### src/rtl/tick_sched_pkg.sv
// Shared address map and config-decode types for the tick scheduler.
// Latency: n/a (declarations only).
// Backpressure: n/a.
package tick_sched_pkg;

    localparam int ADDR_PRESCALE = 0;
    localparam int ADDR_CH_BASE  = 1;

    // Classification of an accepted config write.
    typedef enum logic [1:0] {
        CFG_PRESCALE = 2'd0,
        CFG_CHANNEL  = 2'd1,
        CFG_BAD      = 2'd2
    } cfg_kind_e;

    // Config address of channel k's period register.
    function automatic int ch_addr(input int k);
        return ADDR_CH_BASE + k;
    endfunction

endpackage

### src/rtl/tick_channel.sv
// One scheduled channel: counts base ticks against a written period, emits tick/toggle.
// Latency: o_tick is registered one cycle after the completing base tick is seen.
// Backpressure: none; a write always takes priority over a completing count.
//
// Ports:
//   i_clk, i_rst_n  clock / async active-low reset
//   i_base_tick     shared prescaler pulse (one cycle)
//   i_wr_en         load i_wr_period and restart the count
//   i_wr_period     new period; 0 disables the channel
//   o_tick          one-cycle pulse per completed period
//   o_toggle        flips on every o_tick
module tick_channel #(
    parameter int PERIOD_W = 8
) (
    input  logic                i_clk,
    input  logic                i_rst_n,
    input  logic                i_base_tick,
    input  logic                i_wr_en,
    input  logic [PERIOD_W-1:0] i_wr_period,
    output logic                o_tick,
    output logic                o_toggle
);

    logic [PERIOD_W-1:0] r_period;
    logic [PERIOD_W-1:0] r_cnt;
    logic                r_tick;
    logic                r_toggle;
    logic                w_enabled;
    logic                w_last;

    assign w_enabled = (r_period != '0);
    // Only meaningful while enabled, so period-1 never underflows in use.
    assign w_last    = (r_cnt == (r_period - PERIOD_W'(1)));

    always_ff @(posedge i_clk or negedge i_rst_n) begin
        if (!i_rst_n) begin
            r_period <= '0;
            r_cnt    <= '0;
            r_tick   <= 1'b0;
            r_toggle <= 1'b0;
        end else if (i_wr_en) begin
            // A write restarts the phase and suppresses any completion on this edge.
            r_period <= i_wr_period;
            r_cnt    <= '0;
            r_tick   <= 1'b0;
        end else if (i_base_tick && w_enabled) begin
            if (w_last) begin
                r_cnt    <= '0;
                r_tick   <= 1'b1;
                r_toggle <= ~r_toggle;
            end else begin
                r_cnt    <= r_cnt + PERIOD_W'(1);
                r_tick   <= 1'b0;
            end
        end else begin
            r_tick <= 1'b0;
        end
    end

    assign o_tick   = r_tick;
    assign o_toggle = r_toggle;

endmodule

### src/rtl/tick_scheduler.sv
// Shared prescaler plus N_CH programmable periodic enables, configured over a valid/ready port.
// Latency: all outputs registered; config takes effect from the edge after acceptance.
// Backpressure: o_cfg_ready drops for exactly one cycle after each accepted write.
//
// Ports:
//   i_clk, i_rst_n        clock / async active-low reset
//   i_run                 1 = time base advances, 0 = freeze
//   i_cfg_valid/o_cfg_ready, i_cfg_addr, i_cfg_data   config write port
//                         (addr 0 = prescaler reload, addr k+1 = period of channel k)
//   o_cfg_err             one-cycle pulse after an accepted out-of-range write
//   o_base_tick           one-cycle pulse per prescaler wrap
//   o_ch_tick/o_ch_toggle per-channel enable pulse and square wave
module tick_scheduler
    import tick_sched_pkg::*;
#(
    parameter int          N_CH           = 4,
    parameter int          PRESCALE_W     = 25,
    parameter int          PERIOD_W       = 8,
    parameter int unsigned PRESCALE_RESET = 24_999_999,
    localparam int         ADDR_W         = $clog2(N_CH + 1)
) (
    input  logic                  i_clk,
    input  logic                  i_rst_n,
    input  logic                  i_run,
    input  logic                  i_cfg_valid,
    output logic                  o_cfg_ready,
    input  logic [ADDR_W-1:0]     i_cfg_addr,
    input  logic [PRESCALE_W-1:0] i_cfg_data,
    output logic                  o_cfg_err,
    output logic                  o_base_tick,
    output logic [N_CH-1:0]       o_ch_tick,
    output logic [N_CH-1:0]       o_ch_toggle
);

    logic [PRESCALE_W-1:0] r_reload;
    logic [PRESCALE_W-1:0] r_pre_cnt;
    logic                  r_base_tick;
    logic                  r_cfg_ready;
    logic                  r_cfg_err;

    logic                  w_accept;
    cfg_kind_e             w_kind;
    logic                  w_wr_pre;
    logic                  w_wr_bad;
    logic [N_CH-1:0]       w_ch_wr;

    assign w_accept = i_cfg_valid && r_cfg_ready;

    always_comb begin
        w_kind = CFG_BAD;
        if (i_cfg_addr == ADDR_W'(ADDR_PRESCALE)) begin
            w_kind = CFG_PRESCALE;
        end else if (i_cfg_addr <= ADDR_W'(N_CH)) begin
            w_kind = CFG_CHANNEL;
        end
    end

    assign w_wr_pre = w_accept && (w_kind == CFG_PRESCALE);
    assign w_wr_bad = w_accept && (w_kind == CFG_BAD);

    // Prescaler. A reload write clears the count and drops any wrap on the same edge.
    always_ff @(posedge i_clk or negedge i_rst_n) begin
        if (!i_rst_n) begin
            r_reload    <= PRESCALE_W'(PRESCALE_RESET);
            r_pre_cnt   <= '0;
            r_base_tick <= 1'b0;
        end else if (w_wr_pre) begin
            r_reload    <= i_cfg_data;
            r_pre_cnt   <= '0;
            r_base_tick <= 1'b0;
        end else if (i_run) begin
            if (r_pre_cnt == r_reload) begin
                r_pre_cnt   <= '0;
                r_base_tick <= 1'b1;
            end else begin
                r_pre_cnt   <= r_pre_cnt + PRESCALE_W'(1);
                r_base_tick <= 1'b0;
            end
        end else begin
            r_base_tick <= 1'b0;
        end
    end

    // One accept every other cycle: ready is simply the inverse of last cycle's accept.
    always_ff @(posedge i_clk or negedge i_rst_n) begin
        if (!i_rst_n) begin
            r_cfg_ready <= 1'b1;
            r_cfg_err   <= 1'b0;
        end else begin
            r_cfg_ready <= !w_accept;
            r_cfg_err   <= w_wr_bad;
        end
    end

    // Channels consume the registered base tick directly. With i_run low the
    // prescaler emits no new pulse, so channel counts hold; a pulse registered
    // just before the freeze is still honoured, as it was earned while running.
    for (genvar k = 0; k < N_CH; k++) begin : g_ch
        assign w_ch_wr[k] = w_accept && (w_kind == CFG_CHANNEL) &&
                            (i_cfg_addr == ADDR_W'(ch_addr(k)));

        tick_channel #(
            .PERIOD_W (PERIOD_W)
        ) u_channel (
            .i_clk       (i_clk),
            .i_rst_n     (i_rst_n),
            .i_base_tick (r_base_tick),
            .i_wr_en     (w_ch_wr[k]),
            .i_wr_period (i_cfg_data[PERIOD_W-1:0]),
            .o_tick      (o_ch_tick[k]),
            .o_toggle    (o_ch_toggle[k])
        );
    end

    assign o_cfg_ready = r_cfg_ready;
    assign o_cfg_err   = r_cfg_err;
    assign o_base_tick = r_base_tick;

endmodule
### config.mk
export PLATFORM = sky130hd
export DESIGN_NAME = tick_scheduler
export DESIGN_NICKNAME = d
export VERILOG_FILES = /design/src/rtl/tick_sched_pkg.sv /design/src/rtl/tick_channel.sv /design/src/rtl/tick_scheduler.sv
export SDC_FILE = /design/constraint.sdc
export NUM_CORES = 1
export LEC_CHECK = 0
export ABC_AREA = 1
export CAP_MARGIN = 40
export CORE_AREA = 2 2 135 137
export CTS_BUF_LIST = sky130_fd_sc_hd__clkbuf_4
export DETAILED_ROUTE_END_ITERATION = 7
export DIE_AREA = 0 0 137 139
export PLACE_DENSITY = 0.71
export SYNTH_ARGS = -nofsm -noshare
export SYNTH_HDL_FRONTEND = slang
export SYNTH_HIERARCHICAL = 1
export SYNTH_SLANG_ARGS = --single-unit
### constraint.sdc
create_clock -name i_clk -period 1.7 [get_ports i_clk]
set_input_delay 0.51 -clock i_clk [delete_from_list [all_inputs] [get_ports i_clk]]
set_output_delay 0.51 -clock i_clk [all_outputs]
set_load 0.05 [all_outputs]
# --- After elaboration in Yosys (flattened, before gate mapping) ---
# Cells that the tools add are included.
classes:
  add_sub_neg: 9
  multipliers: 0
  div_mod_pow: 0
  order_cmp: 1
  eq_ne: 11
  n_shift: 0
  muxes: 32
  n_bitwise: 8
  reduce_logical: 28
op_table:
  columns: ["op", "count"]
  rows:
  - ["$mux W8", 12]
  - ["$mux W25", 3]
  - ["$add A8 B1 Y8 const B", 4]
  - ["$eq A8 B8 Y1", 4]
  - ["$reduce_bool A8 Y1", 4]
  - ["$sub A8 B1 Y8 const B", 4]
  - ["$add A25 B1 Y25 const B", 1]
  - ["$eq A25 B25 Y1", 1]
  - ["$mux W1", 15]
  - ["$logic_and A1 B1 Y1", 12]
  - ["$reduce_and A3 Y1", 4]
  - ["$reduce_bool A2 Y1", 5]
  - ["$not A1 Y1", 8]
  - ["$eq A3 B2 Y1 const B", 2]
  - ["$mux W2", 2]
  - ["$eq A3 B1 Y1 const B", 1]
  - ["$eq A3 B3 Y1 const B", 1]
  - ["$le A3 B3 Y1 const B", 1]
  - ["$logic_not A3 Y1", 1]
  - ["$eq A2 B1 Y1 const B", 1]
  - ["$eq A2 B2 Y1 const B", 1]
  - ["$logic_not A2 Y1", 1]
  - ["$logic_not A1 Y1", 1]
totals:
  regBits: 125
  latch_bits: 0
  mem_bits_rw: 0
  romBits: 0
  input_bits: 32
  out_inout_bits: 11
  wordCells: 110
  memories: 0

# --- Logic depth before layout (Yosys ltp) ---
logic_depth:
  word_depth: 8
  depth_mapped: 14
  ltp_nobuf: 14

# --- By module ---
# The synthesis kept the hierarchy.
modules_own_cells:
  columns: ["module", "instances", "cells_per_inst", "area_each_um2", "seq_area_each_um2"]
  rows:
  - ["tick_channel", 4, 158, 1191.1, 450.4]
  - ["tick_scheduler", 1, 412, 3060.4, 1348.8]

# --- Least setup slack after synthesis ---
# OpenSTA, ideal clock, no wires.
synth_timing:
  path_type: "input to register"
  from: "input port i_cfg_addr[0]"
  to: "register g_ch[0].u_channel.r_toggle"
  setup_ns: 0.119
  arrival_ns: 1.868
  required_ns: 1.581
  setup_slack_ns: -0.287
  stages: 9
  n_path_buf: 1
  cell_sequence: "nor2_1 ha_1 nand3_1 nor4_1 clkbuf_1 nor3_4 nand3_2 nand2_1 nand2_1"
synth_between:
  elab_chain_len: 8
  elab_cells_between_ends: 10
  cone_classes: "order compare: 1; eq/ne: 2; mux: 2; bitwise: 1; reduce/logical: 4"
synth_lines:
  columns: ["item", "line", "text"]
  rows:
  - ["start: declaration", "tick_scheduler.sv:27", "input logic [ADDR_W-1:0] i_cfg_addr,"]
  - ["$le A3 B3 Y1", "tick_scheduler.sv:53", "end else if (i_cfg_addr <= ADDR_W'(N_CH)) begin"]
  - ["$mux W2", "tick_scheduler.sv:53", null]
  - ["$mux W2", "tick_scheduler.sv:51", "if (i_cfg_addr == ADDR_W'(ADDR_PRESCALE)) begin"]
  - ["$eq A2 B1 Y1", "tick_scheduler.sv:99", "assign w_ch_wr[k] = w_accept && (w_kind == CFG_CHANNEL) &&"]
  - ["$logic_and A1 B1 Y1", "tick_scheduler.sv:99", null]
  - ["$logic_and A1 B1 Y1 *", "tick_scheduler.sv:99", null]
  - ["via w_ch_wr[0]", "tick_scheduler.sv:45", "logic [N_CH-1:0] w_ch_wr;"]
  - ["$not A1 Y1 (no source line) *", null, null]
  - ["$reduce_and A3 Y1 (no source line) *", null, null]
  - ["end signal: assignment", "tick_channel.sv:50", "r_toggle <= ~r_toggle;"]
  - ["end: declaration", "tick_channel.sv:27", "logic r_toggle;"]
# Mark *: on every way through the listed nets, which the timed path passes. The rest lies on a longest branch.
# A chain may end at the register's enable or synchronous reset.

# --- Worst setup path in the final report ---
layout_timing:
  from: "register r_cfg_ready, in the netlist o_cfg_ready"
  to: "output port o_cfg_ready"
layout_lines:
  columns: ["item", "line", "text"]
  rows:
  - ["start: declaration", "tick_scheduler.sv:38", "logic r_cfg_ready;"]
  - ["start signal: assignment", "tick_scheduler.sv:90", "r_cfg_ready <= !w_accept;"]
  - ["end: declaration", "tick_scheduler.sv:26", "output logic o_cfg_ready,"]
# No word-level cell between the ends.

==> key figures <==
Synth
  • Post-synth EDFFs: 0
  • Seq/Total Area, Yosys: 40.3%
  • Post-Synth XOR/XNOR Area: under 10%
  • Primary FF master, synth: dfrtp_1
  • Most frequent cell after synthesis: nand2_1
  • Mean area per synthesized cell: about 7.5 µm²
  • Mux cell area share after synthesis: between 1 and 1.5%
  • Syn Std Cell Area: 7830 µm²
  • Flops & latches, synth: 125
  • Most instantiated cells after synthesis: 350 x nand2_1, 112 x inv_1, 107 x dfrtp_1, 98 x nand3_1, 91 x nor2_1
  • Synth Area in Adders: around 2.6%
  • Simple-gate share of the synthesized area: 37.3%
  • Cells after Synth: ~1000
  • Syn_nets: between 1000 and 1500
  • Compound-Gate Fraction of Synth Area: a little under 3%
  • Synth area leader: dfrtp_1
  • Yosys warning count: 6
  • Top-area cell type share of the netlist area: about a third
  • Post-synth ARST share: 100%
  • Largest cells by area after synthesis: dfrtp_1 34%, nand2_1 17%, nand3_1 6.3%
  • Largest family of logic cells by synthesized area: simple AND/OR/NAND/NOR gates
  • Yosys cell types: 33

Global route
  • Grt ovf: 0
  • Initial antenna violation count: 2
  • Largest net degree at the start of global routing: 35
  • Vias in the first global route: 6592
  • GR Util All Layers: 19.7%
  • First-pass GRT wire length: roughly 30000 µm

CTS
  • Clock-pin slew on the worst setup and hold paths: 120 ps
  • CTS root buf: clkbuf_4
  • CTS tree: yes
  • CTS max path bufs: 2
  • H-Tree Depth: 4
  • Num CTS Buffers: 17
  • Clk sink count: 125
  • Clock Latency Late Sink: 530 ps

STA
  • Final setup fails: 3
  • Final Cycle Share: 103%
  • Worst Skew: ~18 ps
  • Unrepaired setup endpoints after global routing: yes
  • Final hold violation count: 0
  • Hold slack: between 400 and 500 ps
  • Post-route setup TNS: -77.4 ps
  • Worst Slack Setup Final: -57.3 ps
  • Minimum clock period: approximately 1800 ps
  • Max transition margin: a little under three quarters
  • Final Max Tran Viols: 0
  • Max Clock Freq: between 0.5 and 0.6 GHz
  • Least-Margin Pin Slew: around 430 ps

Drt
  • Final ANT Viol Nets: 0
  • Via/cell ratio: 4.89
  • Initial DRC Count: between 400 and 500
  • Avg WL per Cell: roughly 13 µm
  • Vias: 6801
  • Drt first pass iters: 5
  • Residual DRC count: 0
  • Routed WL: ~18000 µm

Setup path
  • CP top delay family: flip-flops
  • Worst path slowest cell: dfstp_2
  • CP bufs+invs: 1
  • Worst Setup End Kind: output port
  • Crit-path max FO: 2
  • R2R Setup Slk: -20 ps
  • Sequence of cells on the critical path: buf_12
  • Crit path kind: reg -> out
  • Worst path required time: 1190 ps
  • Arr. time, crit path: 1250 ps
  • Nature of the critical path startpoint: flop
  • Slowest stage delay, CP: ~580 ps

Floorplan
  • Die Ht: roughly 140 µm
  • Row count: 49
  • IO Pins: 43
  • Die area: ~19000 µm²
  • Initial Utilization: approximately 44%
  • Die W: between 100 and 150 µm
  • Core area: about 18000 µm²

Place
  • Dpl ws: -680 ps
  • GPL Wtd Cong: approximately 0.84
  • Hpwl dp: ~13000 µm
  • Port Buf Inserts: 42

Finish
  • Nets: about 1200
  • Ratio of cells with drive above 1 in the final layout: 24.0%
  • Layout area overhead: 24.0%

Power
  • Register share of total power: a little under half
  • Pwr dens: roughly 900 nW/µm²
  • Switch share: a little under two fifths
  • Pleak: 4.69 nW
  • Clk network pwr share: 20.6%
  • Sw Pwr: ~3.3 mW
  • Cell-internal power: about 5.3 mW
  • Worst IR Drop VDD: roughly 620 µV
  • Combinational Power Share: between 30% and 40%
  • Overall power: 8.60 mW

Worst hold path
  • Hold Path Class: in -> async

Status
  • Status: finished, violations left
  • Failing checks: setup timing

Flow run
  • Max cap viols: 0
layout make-up:
type	instances	area (µm²)
diodes	3	7.51
clock buffers	18	135
clock inverters	14	100
fillers	1625	7960
inverters	122	458
multi-input cells	773	4460
flip-flops and latches	125	3160
well taps	229	287
repair buffers	107	1100
final timing paths:
check                                               from                            end  cells past startpoint
setup / recovery                             o_cfg_ready                    o_cfg_ready                      1
setup reg to reg           g_ch[0].u_channel/r_period[0]     g_ch[0].u_channel/r_cnt[5]                     13
hold / removal                                   i_rst_n  g_ch[3].u_channel/r_period[4]                      2
max in group asynchronous                        i_rst_n     g_ch[2].u_channel/r_cnt[6]                      3
min in group i_clk                        i_cfg_data[18]                   r_reload[18]                      3
hold reg to reg                              r_reload[2]                    r_reload[2]                      2
sequential cells by signal, indices dropped and copies added, names as in the netlist:
name / flops
g_ch.u_channel/r_cnt: 32
g_ch.u_channel/r_period: 32
r_pre_cnt: 25
r_reload: 25
g_ch.u_channel/o_tick: 4
g_ch.u_channel/o_toggle: 4
o_base_tick: 1
o_cfg_err: 1
o_cfg_ready: 1
timing repair:
action,in CTS,in global routing
gates cloned,0,1
hold buffers,1,0
endpoints found under the hold margin,19,0
buffers inserted,5,7
gates resized for setup,23,60
setup endpoints to repair,43,67
pin swaps,13,38
cells by family after synthesis:
family,count (synthesis)
compound gates,45
mux,8
simple gates,628
flops,125
fa+ha+maj,16
buf+inv,147
xor+xnor,75
per-stage QoR:
step	instances	instance area [µm²]	utilization [%]
3_5_place_dp	1342	9020	51.1
2_1_floorplan	1044	7880	-
3_3_place_gp	1342	9020	51.1
6_report	1391	9700	54.9
5_1_grt	1390	9700	54.9
4_1_cts	1380	9370	53.1
power by group through the flow:
| stage | clock network, mW | logic [mW] | registers [mW] |
|---|---|---|---|
| after floorplan | 0 | 1.83 | 3.86 |
| after global placement | 0 | 2.57 | 3.92 |
| after global routing | 2.00 | 3.29 | 3.96 |
| final | 1.77 | 2.93 | 3.90 |
| after CTS | 1.84 | 2.75 | 3.88 |
| after detailed placement | 0 | 2.65 | 3.94 |
layer usage:
metal	GRT usage [%]	vias up	share of wire [%]
li1	-	3460	-
met1	25.2	3202	45
met2	33.6	125	51
met3	4.53	14	3.6
met4	4.88	0	0.88
met5	0	-	0
cells in the final DEF (no fill, tap or decap), drive strengths merged:
cell type      Yosys  layout
nand2            364     365
inv              122     123
nor2             122     122
dfrtp            107     107
nand3            105     105
buf                7      76
o21ai             40      40
xor2              38      38
xnor2             37      37
clkdlybuf4s50      0      27
clkbuf            18      18
dfstp             18      18
ha                16      16
nand4             13      13
nor3              11      11
clkinv             0      10
mux2               8       8
nand3b             6       6
or2                4       4
diode              0       3
clkinvlp           0       3
dlygate4sd2        0       3
nor4               3       3
a21oi              2       2
o22ai              2       2
a21o               1       1
dlygate4sd3        0       1
Note: power is estimated with default switching activity, not from simulation.
